### config.mk
export PLATFORM = sky130hd
export DESIGN_NAME = id_ex_stage
export DESIGN_NICKNAME = d
export VERILOG_FILES = /design/src/rtl/id_ex_stage.sv
export SDC_FILE = /design/constraint.sdc
export NUM_CORES = 1
export LEC_CHECK = 0
export BUFFER_PORTS_ARGS = -buffer_cell sky130_fd_sc_hd__buf_2
export CAP_MARGIN = 0
export CORE_MARGIN = 2
export CORE_UTILIZATION = 39
export CTS_BUF_LIST = sky130_fd_sc_hd__clkbuf_4 sky130_fd_sc_hd__clkbuf_8
export CTS_CLUSTER_SIZE = 10
export DETAILED_ROUTE_END_ITERATION = 6
export GPL_TIMING_DRIVEN = 1
export PLACE_DENSITY = 0.66
export REMOVE_ABC_BUFFERS = 1
export SLEW_MARGIN = 20
export SYNTH_ARGS = -nofsm -noshare
export SYNTH_HDL_FRONTEND = slang
export SYNTH_SLANG_ARGS = --single-unit
export TNS_END_PERCENT = 1
### constraint.sdc
create_clock -name i_clock -period 4.67 [get_ports i_clock]
set_clock_uncertainty 0.05 [all_clocks]
set_input_delay 0.7005 -clock i_clock [delete_from_list [all_inputs] [get_ports i_clock]]
set_output_delay 0.7005 -clock i_clock [all_outputs]
set_load 0.1 [all_outputs]
### src/rtl/id_ex_stage.sv
// ID/EX pipeline register with load-use hazard detection and bubble insertion.
// Stalls IF/ID for one cycle per load-use pair and counts the bubbles it inserts.
module id_ex_stage #(
  parameter int NB_CONTROL_SIGNALS = 18,
  parameter int NB_DATA            = 32,
  parameter int NB_REG_ADDR        = 5,
  parameter int NB_COUNT           = 16
) (
  input  logic                          i_clock,
  input  logic                          i_reset_n,
  input  logic                          i_enable,
  input  logic                          i_flush,
  input  logic                          i_clear_count,
  input  logic [NB_CONTROL_SIGNALS-1:0] i_control,
  input  logic [NB_DATA-1:0]            i_rs_data,
  input  logic [NB_DATA-1:0]            i_rt_data,
  input  logic [NB_DATA-1:0]            i_imm,
  input  logic [NB_DATA-1:0]            i_pc_next,
  input  logic [NB_REG_ADDR-1:0]        i_rs,
  input  logic [NB_REG_ADDR-1:0]        i_rt,
  input  logic [NB_REG_ADDR-1:0]        i_rd,
  input  logic [NB_REG_ADDR-1:0]        i_shamt,
  output logic [NB_CONTROL_SIGNALS-1:0] o_control,
  output logic [NB_DATA-1:0]            o_rs_data,
  output logic [NB_DATA-1:0]            o_rt_data,
  output logic [NB_DATA-1:0]            o_imm,
  output logic [NB_DATA-1:0]            o_pc_next,
  output logic [NB_REG_ADDR-1:0]        o_rs,
  output logic [NB_REG_ADDR-1:0]        o_rt,
  output logic [NB_REG_ADDR-1:0]        o_rd,
  output logic [NB_REG_ADDR-1:0]        o_shamt,
  output logic                          o_stall,
  output logic [NB_COUNT-1:0]           o_bubble_count
);

  localparam int MEM_READ_BIT = 15;
  localparam logic [NB_COUNT-1:0] CNT_MAX = '1;

  logic [NB_CONTROL_SIGNALS-1:0] control_q, control_d;
  logic [NB_DATA-1:0]            rs_data_q, rs_data_d;
  logic [NB_DATA-1:0]            rt_data_q, rt_data_d;
  logic [NB_DATA-1:0]            imm_q, imm_d;
  logic [NB_DATA-1:0]            pc_next_q, pc_next_d;
  logic [NB_REG_ADDR-1:0]        rs_q, rs_d;
  logic [NB_REG_ADDR-1:0]        rt_q, rt_d;
  logic [NB_REG_ADDR-1:0]        rd_q, rd_d;
  logic [NB_REG_ADDR-1:0]        shamt_q, shamt_d;
  logic [NB_COUNT-1:0]           count_q, count_d;

  logic hazard;
  logic stall;

  // Both ID sources are compared even if the instruction does not read rt;
  // a spurious bubble costs one cycle, a missed one corrupts data.
  assign hazard = control_q[MEM_READ_BIT] & (rt_q != '0) &
                  ((rt_q == i_rs) | (rt_q == i_rt));
  assign stall  = hazard & ~i_flush;

  always_comb begin
    control_d = control_q;
    rs_data_d = rs_data_q;
    rt_data_d = rt_data_q;
    imm_d     = imm_q;
    pc_next_d = pc_next_q;
    rs_d      = rs_q;
    rt_d      = rt_q;
    rd_d      = rd_q;
    shamt_d   = shamt_q;
    if (i_enable) begin
      // Squashed or bubbled slots carry a zero control word, which is a no-op downstream.
      control_d = (i_flush | hazard) ? '0 : i_control;
      rs_data_d = i_rs_data;
      rt_data_d = i_rt_data;
      imm_d     = i_imm;
      pc_next_d = i_pc_next;
      rs_d      = i_rs;
      rt_d      = i_rt;
      rd_d      = i_rd;
      shamt_d   = i_shamt;
    end
  end

  always_comb begin
    count_d = count_q;
    if (i_clear_count) begin
      count_d = '0;
    end else if (i_enable && stall && (count_q != CNT_MAX)) begin
      count_d = count_q + 1'b1;
    end
  end

  always_ff @(posedge i_clock or negedge i_reset_n) begin
    if (!i_reset_n) begin
      control_q <= '0;
      rs_data_q <= '0;
      rt_data_q <= '0;
      imm_q     <= '0;
      pc_next_q <= '0;
      rs_q      <= '0;
      rt_q      <= '0;
      rd_q      <= '0;
      shamt_q   <= '0;
      count_q   <= '0;
    end else begin
      control_q <= control_d;
      rs_data_q <= rs_data_d;
      rt_data_q <= rt_data_d;
      imm_q     <= imm_d;
      pc_next_q <= pc_next_d;
      rs_q      <= rs_d;
      rt_q      <= rt_d;
      rd_q      <= rd_d;
      shamt_q   <= shamt_d;
      count_q   <= count_d;
    end
  end

  assign o_control      = control_q;
  assign o_rs_data      = rs_data_q;
  assign o_rt_data      = rt_data_q;
  assign o_imm          = imm_q;
  assign o_pc_next      = pc_next_q;
  assign o_rs           = rs_q;
  assign o_rt           = rt_q;
  assign o_rd           = rd_q;
  assign o_shamt        = shamt_q;
  assign o_stall        = stall;
  assign o_bubble_count = count_q;

endmodule

==> run metrics, run 1 <==
hpwl dp 14.0 mm; total track usage 19.1%; Filler cells 1606; critical-path cell list xnor2_1 > nand3_1 > o22ai_1 > nand2_1 > nor2_1 > buf_2; Rel. slew slack 36.6%; area taken by multi-input logic gates around 2500 um^2; crit end category output pin; Synth Warn # 0; Final Hold Vio Count 0; worst path bufs/invs 1; peak supply drop ~0.00029 V; Post-CTS Setup Bufs 0; pin count of the biggest net entering global routing 110; IO Pins around 350; final-report max-slew violation count 0; Worst-Margin Slew 0.952 ns; slowest cell delay on critical path 0.45 ns; Hold Buf Count CTS 0; post-synthesis register bit count 182; CP Depth 6; RR Endpoint o_bubble_count[6]$_DFFE_PN0P_; Mapped Area approximately 7200 um^2; TNS Setup 0 ns; total grt overflow 0; Port Buffer Count around 350; Die Height 140 um; Reg2Reg Depth 5; Post-CTS Resized 0; worst slack at placement ~1.8 ns; first-pass GRT wire length about 29 mm; sequential fraction of the synthesis area a little under two thirds; vias in the first global route between 5000 and 6000; Sequential Area 4550 um^2; CTS root buffer clkbuf_8; Hold Slack 0.273 ns; drt total wl around 19 mm; Crit. Startpoint o_rt[4]$_DFFE_PN0P_; Max Buffers Root-to-Sink 2; run status complete, no violations; Non-Filler Instances 1075; layout cells sized above 1 63.9%; Starting DRT DRC Count roughly 220; CP max stage cell dfrtp_1; Design Area, Final ~9600 um^2; RSZ-0062 raised after global routing no; clock tree from TritonCTS yes; Avg Cell Area, Syn 14.9 um^2; post-synthesis cell type count 33; antenna violations before repair 3; Syn Inst Count 483; H-Tree Depth 4; Nets 1003; DRC Markers 0; critical path arrival 2.29 ns; final setup fails 0; Clock Latency Late Sink 0.45 ns; MaxCap Viol Count 0; Layout area overhead 33.5%; Final Cycle Share roughly two thirds; crit-path max FO 5; placed inst area between 9000 and 10000 um^2; WL/cell about 18 um; antenna violation net count after detailed routing 0; Worst setup SP type flip-flop; die width 140 um; CTS Buf Count 17; Starting Density roughly two fifths; Tightest Hold Check Type in -> async; placed cell count ~1000; CP Capture Point o_stall; Critical R2R Launch o_rt[4]$_DFFE_PN0P_; num rows 49; Placer Congestion roughly 0.84; Core Area roughly 18000 um^2; clock transition at the registers of the reported paths about 0.1 ns; worst setup margin about 1.6 ns; leak pwr ~4.6 nW; WP data required 3.92 ns; First-pass DRT Iterations 4; Crit Path Category reg -> out; vias roughly 5300; Vias/cell approximately 5; CP top delay family flip-flops; area of the die 19500 um^2; pwr dens roughly 470 nW/um^2; clock sinks around 180; Max Clk Rate between 300 and 400 MHz; min cycle time layout around 3.0 ns; R2R setup slack 2.42 ns
==> synth_stat cells (all sizes together) <==
cell type  number  share of area [%]
nand3          13               0.97
nor2b           2               0.17
dfrtp         182                 63
o31ai          10                1.0
a22o           18                2.2
nor2            6               0.31
ha              1               0.17
inv             2               0.10
o22ai           1              0.087
and2b           1               0.10
o21a            1               0.10
a21oi          15                1.2
mux2          149                 23
clkinv          1              0.052
buf             8               0.77
and4            1               0.12
nor3            2               0.14
or2             1              0.087
or3             4               0.35
o21ai           5               0.35
and3            2               0.17
or4            12                1.3
clkbuf         19               0.99
nand2b          1              0.087
o22a            1               0.12
xnor2          10                1.2
nand2           7               0.37
nand4           7               0.61
o41ai           1               0.12
==> cells by family (layout without fill, tap and decap cells) <==
group	after synthesis	count (layout)	share of synthesized area [%]
flip-flops	182	182	63.4
multiplexers	149	149	23.3
other	0	3	0
buffers and inverters	30	390	1.92
AO/OA/AOI/OAI	52	52	5.22
XOR/XNOR	10	10	1.22
adder cells (fa/ha/maj)	1	1	0.174
AND/OR/NAND/NOR	59	59	4.75
==> final cells by class <==
cell class	instances	share of cell area, %
Timing Repair Buffer	356	18.9
Clock inverter	14	1.97
Inverter	3	0.117
Clock buffer	17	2.44
Tap cell	229	2.99
Antenna cell	3	0.0782
Sequential cell	182	47.5
Multi-Input combinational cell	271	26.0
==> per-layer routing <==
layer,track usage [%],share of wire (%),vias up
li1,-,-,2464
met2,31.1,49,231
met3,6.57,8.3,33
met4,7.53,2.5,0
met5,0,0,-
met1,23.4,40,2619
==> state kept, by name (all words and copies together) (netlist names) <==
signal / cells
o_bubble_count: 16
o_control: 18
o_imm: 32
o_pc_next: 32
o_rd: 5
o_rs: 5
o_rs_data: 32
o_rt: 5
o_rt_data: 32
o_shamt: 5
==> worst min-delay path by stage <==
| stage | slack [ns] | start | cells after the start | end |
|---|---|---|---|---|
| after global placement | 0.43 | o_imm[3]$_DFFE_PN0P_ | 1 | o_imm[3]$_DFFE_PN0P_ |
| after floorplan | 0.35 | i_reset_n | 0 | o_bubble_count[0]$_DFFE_PN0P_ |
| after CTS | 0.35 | i_reset_n | 1 | o_rs_data[5]$_DFFE_PN0P_ |
| after detailed placement | 0.44 | o_pc_next[30]$_DFFE_PN0P_ | 1 | o_pc_next[30]$_DFFE_PN0P_ |
| final | 0.27 | i_reset_n | 1 | o_rt_data[1]$_DFFE_PN0P_ |
| after global routing | 0.31 | i_reset_n | 1 | o_rt_data[1]$_DFFE_PN0P_ |
==> power breakdown <==
| group | leakage [nW] | switching (mW) | internal [mW] | total [mW] |
|---|---|---|---|---|
| registers | 2.19 | 0.0721 | 1.71 | 1.79 |
| clock network | 0.210 | 0.628 | 0.502 | 1.13 |
| logic | 2.24 | 1.28 | 0.281 | 1.56 |
| total | 4.64 | 1.98 | 2.50 | 4.48 |
==> cells in the final DEF (no fill, tap or decap), types with 2 or more instances in the layout <==
cell	instances
diode_2	3
xnor2_1	10
dfrtp_1	182
nor2_1	6
and3_1	2
clkinv_8	2
nand4_1	7
nand2_1	7
buf_2	351
or3_1	4
or4_1	12
inv_6	2
inv_1	2
buf_4	2
a22o_1	18
clkbuf_8	18
clkinv_4	3
o31ai_1	10
mux2_2	149
o21ai_0	5
inv_8	4
nand3_1	12
a21oi_1	14
nor3_1	2
bufinv_16	2
nor2b_1	2
==> per-stage QoR <==
step	utilization (%)	total power, mW
6_report	53.2	4.48
5_1_grt	53.2	4.65
4_1_cts	53.2	4.53
3_5_place_dp	50.8	3.39
3_3_place_gp	50.8	3.38
2_1_floorplan	-	3.04
Note: power is estimated with default switching activity, not from simulation.
==> run 2, diff against run 1 <==
Settings changed: ABC_AREA from default to 1, PLACE_DENSITY 0.66 to 0.68.
Clock period 4.67 ns to 2.7 ns, I/O delays scaled along.
==> run 2 against run 1 <==
Net effect: highest routed layer is now met5; largest cell class unchanged; synthesized cell count up 83%; synthesized area up 4.6%; sequential share of layout area down 1.6 points; critical path depth up 3; hold slack worse by 0.18 ns; sequential power up 71%; setup slack worse by 1.3 ns; utilization down 0.49 points; register-to-register slack worse by 1.7 ns; critical endpoint unchanged.
==> run metrics, run 2 <==
most frequent cells in the layout 512 x nand2_1, 351 x buf_2, 182 x dfrtp_1; Die Height 143 um (+2.2%); vias in the first global route 6356 (+21%); worst setup margin 0.285 ns (-1.35 ns); Mapped Area 7510 um^2 (+4.6%); placed cell count 1460 (+40%); Most used DFF post-synth dfrtp_1; vias 6702 (+25%); leak pwr 5.82 nW (+26%); post-synthesis register bit count 182 (unchanged); Post-CTS Resized 0 (unchanged); post-synthesis cell type count 33 (unchanged); IO Pins 354 (unchanged); pwr dens 739 nW/um^2 (+58%); Worst setup SP type flip-flop; critical path arrival 1.96 ns (-0.33 ns); clock transition at the registers of the reported paths 0.11 ns (about the same); top-area cell type share of the netlist area 60.6% (-2.8 points); final setup fails 0 (unchanged); most used cell, CP nand2_1; Starting DRT DRC Count 315 (+45%); Commonest cells post-synth 512 x nand2_1, 182 x dfrtp_1, 36 x clkbuf_1, 28 x o21ai_0, 27 x inv_1; Syn Inst Count 884 (+83%); crit end category output pin; MaxCap Viol Count 0 (unchanged); Reg2Reg Depth 10 (+5); pin count of the biggest net entering global routing 168 (+53%); sequential fraction of the synthesis area 60.6% (-2.8 points); min cycle time layout between 2 and 2.5 ns; CTS root buffer clkbuf_8; top cells by area, synth dfrtp_1 61%, nand2_1 26%, o21ai_0 1.9%; area of the die 20400 um^2 (+4.4%); CTS Buf Count 17 (unchanged); WL/cell 14.0 um (-21%); Synth Warn # 0 (unchanged); Port Buffer Count 353 (unchanged); first-pass GRT wire length 32.6 mm (+12%); Nets 1392 (+39%); First-pass DRT Iterations 5 (+1); Tightest Hold Check Type in -> reg; Hold Crit Depth 3; Max Buffers Root-to-Sink 2 (unchanged); Non-Filler Instances 1494 (+39%); share of flip-flops with an asynchronous set or reset 100% (unchanged); critical-path cell list inv_2 > nand2_1 > nand2_1 > nor2_1 > nand3_1 > nand2_2 > nand3_2 > inv_1 > buf_2; hpwl dp 14.7 mm (+4.9%); clock sinks 182 (unchanged); EDFF count, synth 0 (unchanged); worst slack at placement 0.652 ns (-1.12 ns); antenna violation net count after detailed routing 0 (unchanged); H-Tree Depth 4 (unchanged); Crit Path Category reg -> out; Final Hold Vio Count 0 (unchanged); peak supply drop 0.000368 V (+28%); Avg Cell Area, Syn 8.50 um^2 (-43%); layout cells sized above 1 34.2% (-30 points); clock tree from TritonCTS yes; Yosys top cell by area dfrtp_1; CP max stage cell dfrtp_1; Max Clk Rate 414 MHz; run status complete, no violations; slowest cell delay on critical path 0.45 ns (about the same); antenna violations before repair 2 (-1); Starting Density 39.9% (about the same); die width 143 um (+2.2%); Layout area overhead 32.2%; most numerous cell in the Yosys netlist nand2_1; drt total wl 20.9 mm (+10%); DRC Markers 0 (unchanged); total grt overflow 0 (unchanged); Rel. slew slack 51.6% (+15 points); Core Area 18800 um^2 (+4.5%); RSZ-0062 raised after global routing no; Sequential Area 4550 um^2 (unchanged); final-report max-slew violation count 0 (unchanged); total track usage 20.4% (+1.3 points); Final Cycle Share 89.5%; Vias/cell 4.49 (-9.8%); WP data required 2.25 ns (-1.67 ns); num rows 50 (+2.0%); Core Util, Final 52.7% (-0.49 points); crit-path max FO 5 (unchanged); Worst-Margin Slew 0.727 ns (-0.225 ns); Hold Slack 0.0907 ns (-0.182 ns); Clock Latency Late Sink 0.45 ns (about the same); area taken by multi-input logic gates 2640 um^2 (+5.6%); Filler cells 1808 (+13%); commonest non-fill, non-tap cell in the layout nand2_1; Placer Congestion 0.825 (-1.7%)
## run 2: final cells by class
cell class	count	share of cell area (%)
clock inverters	13	1.31
well taps	260	3.28
diodes	1	0.0252
multi-input cells	626	26.5
inverters	33	1.27
clock buffers	19	2.63
flip-flops and latches	182	45.9
repair buffers	360	19.1
## run 2: power by group
| group | leakage [nW] | internal (mW) | switching, mW |
|---|---|---|---|
| clock network | 0.198 | 0.735 | 1.09 |
| registers | 2.26 | 2.94 | 0.116 |
| logic | 3.36 | 0.365 | 2.09 |
## run 2: what timing repair did
item / 4_1_cts / 5_1_grt
hold endpoints to repair: 68 / 0
hold buffers: 1 / 0
buffers inserted: 0 / 0
## run 2: routing by layer
| metal | track usage, % | wire length [um] | vias up | share of wire (%) |
|---|---|---|---|---|
| met5 | 0 | 11 | - | 0.053 |
| met4 | 7.82 | 610 | 2 | 2.9 |
| met3 | 6.71 | 1630 | 38 | 7.8 |
| met2 | 32.8 | 9850 | 239 | 47 |
| met1 | 25.6 | 8800 | 3051 | 42 |
| li1 | - | - | 3372 | - |
## run 2: path summary, 6_finish.rpt
check	startpoint	to	slack (ns)
max in group asynchronous	i_reset_n	o_imm[3]$_DFFE_PN0P_	1.44
hold / removal	i_rd[4]	o_rd[4]$_DFFE_PN0P_	0.09
hold reg to reg	o_shamt[0]$_DFFE_PN0P_	o_shamt[0]$_DFFE_PN0P_	0.42
setup reg to reg	o_bubble_count[0]$_DFFE_PN0P_	o_bubble_count[2]$_DFFE_PN0P_	0.73
setup / recovery	o_rt[2]$_DFFE_PN0P_	o_stall	0.28
min in group asynchronous	i_reset_n	o_bubble_count[9]$_DFFE_PN0P_	0.46
## run 2: worst max-delay path, delay by kind of cell, from the launching register on
| family | cells | cell delay (ns) |
|---|---|---|
| simple gates | 6 | 0.51 |
| flops | 1 | 0.45 |
| buf+inv | 3 | 0.55 |
## run 2: through the flow
step | TNS [ns] | area [um^2] | power [mW]
6_report | 0 | 9930 | 7.34
5_1_grt | 0 | 9930 | 7.66
4_1_cts | 0 | 9930 | 7.42
3_5_place_dp | 0 | 9530 | 5.58
3_3_place_gp | 0 | 9530 | 5.57
2_1_floorplan | -57.51 | 7310 | 5.00
## run 2: kinds of logic (layout without fill, tap and decap cells)
kind of cell / count (synthesis) / in the layout / synth area share, %
and+or+nand+nor: 581 / 581 / 31.4
DFF: 182 / 182 / 60.6
buffers and inverters: 76 / 425 / 4.33
AOI/OAI and AO/OA: 35 / 35 / 2.50
xor gates and xnor gates: 9 / 9 / 1.05
adders and majority gates: 1 / 1 / 0.166
other: 0 / 1 / 0
